--- config.mk ---
export PLATFORM = sky130hd
export DESIGN_NAME = lsu_mem_master
export DESIGN_NICKNAME = d
export VERILOG_FILES = /design/src/rtl/lsu_pkg.sv /design/src/rtl/lsu_align.sv /design/src/rtl/lsu_mem_master.sv
export SDC_FILE = /design/constraint.sdc
export NUM_CORES = 1
export LEC_CHECK = 0
export ABC_AREA = 1
export BUFFER_PORTS_ARGS = -buffer_cell sky130_fd_sc_hd__buf_2
export CAP_MARGIN = 10
export CELL_PAD_IN_SITES_DETAIL_PLACEMENT = 2
export CELL_PAD_IN_SITES_GLOBAL_PLACEMENT = 2
export CORE_UTILIZATION = 32
export CTS_BUF_LIST = sky130_fd_sc_hd__clkbuf_4
export CTS_CLUSTER_DIAMETER = 80
export CTS_CLUSTER_SIZE = 20
export DETAILED_ROUTE_END_ITERATION = 10
export PLACE_DENSITY_LB_ADDON = 0.25
export SETUP_SLACK_MARGIN = 0.15
export SLEW_MARGIN = 20
export SYNTH_ARGS = -nofsm -noshare
export SYNTH_HDL_FRONTEND = slang
export SYNTH_HIERARCHICAL = 1
export SYNTH_SLANG_ARGS = --single-unit
--- constraint.sdc ---
create_clock -name clk -period 6 [get_ports clk]
set_clock_uncertainty 0.1 [all_clocks]
set_input_delay 1.2 -clock clk [delete_from_list [all_inputs] [get_ports clk]]
set_output_delay 1.2 -clock clk [all_outputs]
set_load 0.01 [all_outputs]
--- src/rtl/lsu_pkg.sv ---
// Shared types and constants for the load/store memory master.
// byte_enables() is used both for the request-time range check and by the datapath.
package lsu_pkg;

    typedef enum logic [1:0] {
        SZ_B   = 2'b00,
        SZ_H   = 2'b01,
        SZ_W   = 2'b10,
        SZ_BAD = 2'b11
    } size_e;

    typedef enum logic [1:0] {
        IDLE = 2'b00,
        ACC0 = 2'b01,
        ACC1 = 2'b10,
        RESP = 2'b11
    } lsu_state_e;

    localparam logic CS_ACTIVE = 1'b0;
    localparam logic WR_WRITE  = 1'b0;
    localparam logic WR_READ   = 1'b1;

    // Byte enables across two consecutive words: bits [3:0] first word, [7:4] second.
    function automatic logic [7:0] byte_enables(input size_e size, input logic [1:0] off);
        logic [7:0] base;
        case (size)
            SZ_B:    base = 8'b0000_0001;
            SZ_H:    base = 8'b0000_0011;
            SZ_W:    base = 8'b0000_1111;
            default: base = 8'b0000_0000;
        endcase
        return base << off;
    endfunction

endpackage

--- src/rtl/lsu_align.sv ---
// Lane alignment for stores and extraction/extension for loads, spanning up to two words.
// Purely combinational; the caller supplies the captured request context.
module lsu_align
    import lsu_pkg::*;
(
    input  size_e       size,
    input  logic [1:0]  off,
    input  logic        is_unsigned,
    input  logic [31:0] wdata,
    input  logic [31:0] lo,
    input  logic [31:0] hi,
    output logic [7:0]  be8,
    output logic [31:0] wdata_lo,
    output logic [31:0] wdata_hi,
    output logic [31:0] rdata_ext
);

    logic [4:0]  sh;
    logic [63:0] wide_w;
    logic [31:0] shifted_r;

    assign sh       = {off, 3'b000};
    assign be8      = byte_enables(size, off);
    assign wide_w   = {32'h0, wdata} << sh;
    assign wdata_lo = wide_w[31:0];
    assign wdata_hi = wide_w[63:32];

    // Loads that fit in one word never look at hi, so a stale hi is harmless.
    assign shifted_r = 32'({hi, lo} >> sh);

    always_comb begin
        rdata_ext = 32'h0;
        case (size)
            SZ_B: rdata_ext = is_unsigned ? {24'h0, shifted_r[7:0]}
                                          : {{24{shifted_r[7]}}, shifted_r[7:0]};
            SZ_H: rdata_ext = is_unsigned ? {16'h0, shifted_r[15:0]}
                                          : {{16{shifted_r[15]}}, shifted_r[15:0]};
            SZ_W: rdata_ext = shifted_r;
            default: rdata_ext = 32'h0;
        endcase
    end

endmodule

--- src/rtl/lsu_mem_master.sv ---
// Load/store initiator: one byte/half/word access per request, split into two word
// cycles when it straddles a word boundary. Memory port is decoded from registered state.
module lsu_mem_master
    import lsu_pkg::*;
#(
    parameter int unsigned MEM_DEPTH = 1024
)
(
    input  logic        clk,
    input  logic        rst,
    input  logic        req_valid,
    output logic        req_ready,
    input  logic        req_store,
    input  logic [1:0]  req_size,
    input  logic        req_unsigned,
    input  logic [31:0] req_addr,
    input  logic [31:0] req_wdata,
    output logic        rsp_valid,
    output logic [31:0] rsp_rdata,
    output logic        rsp_err,
    output logic        mem_cs,
    output logic        mem_wr,
    output logic [3:0]  mem_mask,
    output logic [31:0] mem_addr,
    output logic [31:0] mem_wdata,
    input  logic [31:0] mem_rdata,
    output logic [1:0]  dbg_state
);

    // Handshake: a request transfers on a posedge with req_valid && req_ready; req_ready is
    // high only in IDLE, so one request is in flight; rsp_valid is a one-cycle pulse, no back-pressure.

    localparam logic [30:0] DEPTH_W = 31'(MEM_DEPTH);

    lsu_state_e  state_q, state_d;
    logic        store_q, store_d;
    size_e       size_q, size_d;
    logic        unsigned_q, unsigned_d;
    logic [31:0] addr_q, addr_d;
    logic [31:0] wdata_q, wdata_d;
    logic [31:0] lo_q, lo_d;
    logic [31:0] hi_q, hi_d;
    logic        err_q, err_d;

    size_e       req_size_e;
    logic [7:0]  req_be8;
    logic [30:0] req_word;
    logic        req_err;

    logic [7:0]  be8;
    logic [31:0] wdata_lo;
    logic [31:0] wdata_hi;
    logic [31:0] ld_data;
    logic        in_acc;

    assign req_size_e = size_e'(req_size);
    assign req_be8    = byte_enables(req_size_e, req_addr[1:0]);
    assign req_word   = {1'b0, req_addr[31:2]};
    assign req_err    = (req_size_e == SZ_BAD)
                     || (req_word >= DEPTH_W)
                     || ((req_be8[7:4] != 4'h0) && ((req_word + 31'd1) >= DEPTH_W));

    lsu_align u_align (
        .size        (size_q),
        .off         (addr_q[1:0]),
        .is_unsigned (unsigned_q),
        .wdata       (wdata_q),
        .lo          (lo_q),
        .hi          (hi_q),
        .be8         (be8),
        .wdata_lo    (wdata_lo),
        .wdata_hi    (wdata_hi),
        .rdata_ext   (ld_data)
    );

    always_comb begin
        state_d    = state_q;
        store_d    = store_q;
        size_d     = size_q;
        unsigned_d = unsigned_q;
        addr_d     = addr_q;
        wdata_d    = wdata_q;
        lo_d       = lo_q;
        hi_d       = hi_q;
        err_d      = err_q;
        case (state_q)
            IDLE: begin
                if (req_valid) begin
                    store_d    = req_store;
                    size_d     = req_size_e;
                    unsigned_d = req_unsigned;
                    addr_d     = req_addr;
                    wdata_d    = req_wdata;
                    lo_d       = 32'h0;
                    hi_d       = 32'h0;
                    err_d      = req_err;
                    state_d    = req_err ? RESP : ACC0;
                end
            end
            ACC0: begin
                if (!store_q) lo_d = mem_rdata;
                state_d = (be8[7:4] != 4'h0) ? ACC1 : RESP;
            end
            ACC1: begin
                if (!store_q) hi_d = mem_rdata;
                state_d = RESP;
            end
            RESP:    state_d = IDLE;
            default: state_d = IDLE;
        endcase
    end

    always_ff @(posedge clk) begin
        if (!rst) begin
            state_q    <= IDLE;
            store_q    <= 1'b0;
            size_q     <= SZ_B;
            unsigned_q <= 1'b0;
            addr_q     <= 32'h0;
            wdata_q    <= 32'h0;
            lo_q       <= 32'h0;
            hi_q       <= 32'h0;
            err_q      <= 1'b0;
        end else begin
            state_q    <= state_d;
            store_q    <= store_d;
            size_q     <= size_d;
            unsigned_q <= unsigned_d;
            addr_q     <= addr_d;
            wdata_q    <= wdata_d;
            lo_q       <= lo_d;
            hi_q       <= hi_d;
            err_q      <= err_d;
        end
    end

    assign in_acc    = (state_q == ACC0) || (state_q == ACC1);
    assign dbg_state = state_q;

    assign req_ready = (state_q == IDLE);
    assign rsp_valid = (state_q == RESP);
    assign rsp_err   = (state_q == RESP) && err_q;
    assign rsp_rdata = ((state_q == RESP) && !store_q && !err_q) ? ld_data : 32'h0;

    assign mem_cs = in_acc ? CS_ACTIVE : ~CS_ACTIVE;
    assign mem_wr = (in_acc && store_q) ? WR_WRITE : WR_READ;

    always_comb begin
        mem_addr  = 32'h0;
        mem_mask  = 4'h0;
        mem_wdata = 32'h0;
        case (state_q)
            ACC0: begin
                mem_addr  = {2'b00, addr_q[31:2]};
                mem_mask  = store_q ? be8[3:0] : 4'h0;
                mem_wdata = wdata_lo;
            end
            ACC1: begin
                mem_addr  = {2'b00, addr_q[31:2] + 30'd1};
                mem_mask  = store_q ? be8[7:4] : 4'h0;
                mem_wdata = wdata_hi;
            end
            default: begin
                mem_addr  = 32'h0;
                mem_mask  = 4'h0;
                mem_wdata = 32'h0;
            end
        endcase
    end

endmodule

==> reports/qor.csv <==
stage;metric;value;unit
critical_path;WP data required;4.70;ns
detailed_routing;drt total wl;42.3;mm
critical_path;CP startpoint;addr_q[1];
cts;clock latency on the worst-skew pair;0.55;ns
timing;Setup violations, final;0;
grt;first-pass GRT wire length;66.1;mm
die;Ports;210;
timing;Worst-Margin Slew;1.02;ns
die;Die Span Y;178;um
cts;postcts setup bufs;0;
place;Placer Congestion;0.865;
detailed_routing;vias per cell;5.26;
timing;max-slew violations;0;
critical_path;reg2reg setup slack;3.03;ns
critical_path;endpoint class of the critical path;primary output;
critical_path;Reg-to-Reg End;dbg_state[0];
critical_path;Crit path max-delay family;buffers and inverters;
layout;layout cells sized above 1;16.1;%
timing;Tcrit/Tclk final;76.1;%
grt;vias in the first global route;12300;
grt;antenna violations before repair;4;
cts;H-Tree Depth;4;
die;Die X;178;um
layout;commonest non-fill, non-tap cell in the layout;nand2_1;
critical_path;Reg2Reg Launch Point;addr_q[0];
critical_path;Worst Path Buf+Inv;5;
synth;Mapped Area;9880;um2
worst_hold_path;worst hold path depth;2;
critical_path;crit-path cells;buf_4 > inv_2 > nand3_2 > nand3_2 > nand3_1 > nand2_1 > inv_1 > inv_1 > nor2_1 > buf_2;
cts;TritonCTS buffer count;17;
cts;Resized Gates After CTS;0;
critical_path;R2R depth;6;
layout;Layout Cells excl Fill;2240;
power;pwr dens;367;nW/um2
cts;clk sinks;127;
power;total power;4.14;mW
layout;Util after Layout;37.5;%
cts;clock tree buffer depth;2;
detailed_routing;starting DRC count in detailed routing;520;
critical_path;CP endpoint;rsp_rdata[19];
layout;cell area after layout;11300;um2
place;Post-Place Cells;2206;
detailed_routing;WL/cell;18.9;um
cts;clock root cell;clkbuf_4;
outcome;status;complete, no violations;
place;IO buf count;207;
critical_path;Crit path depth;10;
timing;setup repair after global routing missed its margin;no;
cts;CTS tree;built;
timing;Final WS setup;1.44;ns
layout;final-stage net count;1949;
place;post-DP HPWL;31.7;mm
critical_path;CP Launch Type;register;
cts;CTS Hold Buffers Added;0;
synth;synthesis warning total;6;
critical_path;Critical Setup Path Class;reg -> out;
detailed_routing;Pre-antenna DRT Iters;5;
cts;clock slew at reported path FFs;0.13;ns
die;core box area;30000;um2
die;row cnt;63;
power;peak supply drop;0.205;mV
place;cell area after placement;11000;um2
grt;grt ovf;0;
place;Place WS;2.02;ns
grt;Total GRT Usage;27.0;%
timing;Slew headroom;32.2;%
die;Total Die Area;31600;um2
detailed_routing;routed vias;11800;
detailed_routing;Final ANT Viol Nets;0;
timing;Max Clock Freq;219;MHz
job;max_cap viols;0;
layout;Area Overhead vs Synth;14.0;%
critical_path;CP max stage cell;dfxtp_2;
power;Leak;4.94;nW
critical_path;Worst Path Arrival;3.26;ns
detailed_routing;Residual DRC;0;
die;Starting Density;32.9;%
timing;WHS;0.383;ns
layout;most frequent cells in the layout;nand2_1 (485), nor2_1 (207), buf_2 (207);
grt;largest net degree at the start of global routing;83;
synth;Mapped Cells;1710;
worst_hold_path;Worst Hold Class;reg -> reg;
timing;Hold Fails Final Rpt;0;
critical_path;critical path fanouts, max;45;
timing;min cycle time layout;4.56;ns
critical_path;Critical Path Max Stage Delay;0.51;ns
synth;syn avg cell area;5.78;um2
timing;setup tns final;0;ns
-- where the power goes --
part	total (mW)	internal (mW)	leakage, nW	switching (mW)
registers	1.27	1.03	1.04	0.244
clock network	0.670	0.293	0.158	0.378
logic	2.20	0.662	3.74	1.54
-- sequential cells by signal, summed over array words and instances (netlist names) --
register,flops
lo_q,32
wdata_q,32
addr_q,32
hi_q,24
err_q,1
store_q,1
size_q,2
dbg_state,2
unsigned_q,1
-- final cells by class --
type / count / area [um2]
Fill cell: 3974 / 18800
Multi-Input combinational cell: 1287 / 6110
Sequential cell: 127 / 2550
Timing Repair Buffer: 220 / 1130
Inverter: 182 / 686
Tap cell: 390 / 488
Clock inverter: 14 / 168
Clock buffer: 18 / 135
Antenna cell: 2 / 5.00
-- worst min-delay path by stage --
stage                  start        to
floorplan           hi_q[22]  hi_q[22]
global placement    hi_q[20]  hi_q[20]
detailed placement  hi_q[18]  hi_q[18]
CTS                 hi_q[18]  hi_q[18]
global route        hi_q[18]  hi_q[18]
finish              hi_q[18]  hi_q[18]
-- tightest hold or removal path, delay by kind of cell (launching register included) --
family	cells	cell delay, ns
AOI/OAI and AO/OA	1	0.05
and+or+nand+nor	1	0.06
DFF	1	0.34
-- layer usage --
metal / share of wire (%) / GRT usage, % / up-vias
met2: 49 / 47.6 / 225
li1: - / - / 5710
met1: 44 / 32.6 / 5772
met3: 3.3 / 4.03 / 77
met4: 3.5 / 10.7 / 4
met5: 0.061 / 0 / -
(Power assumes the default switching activity.)
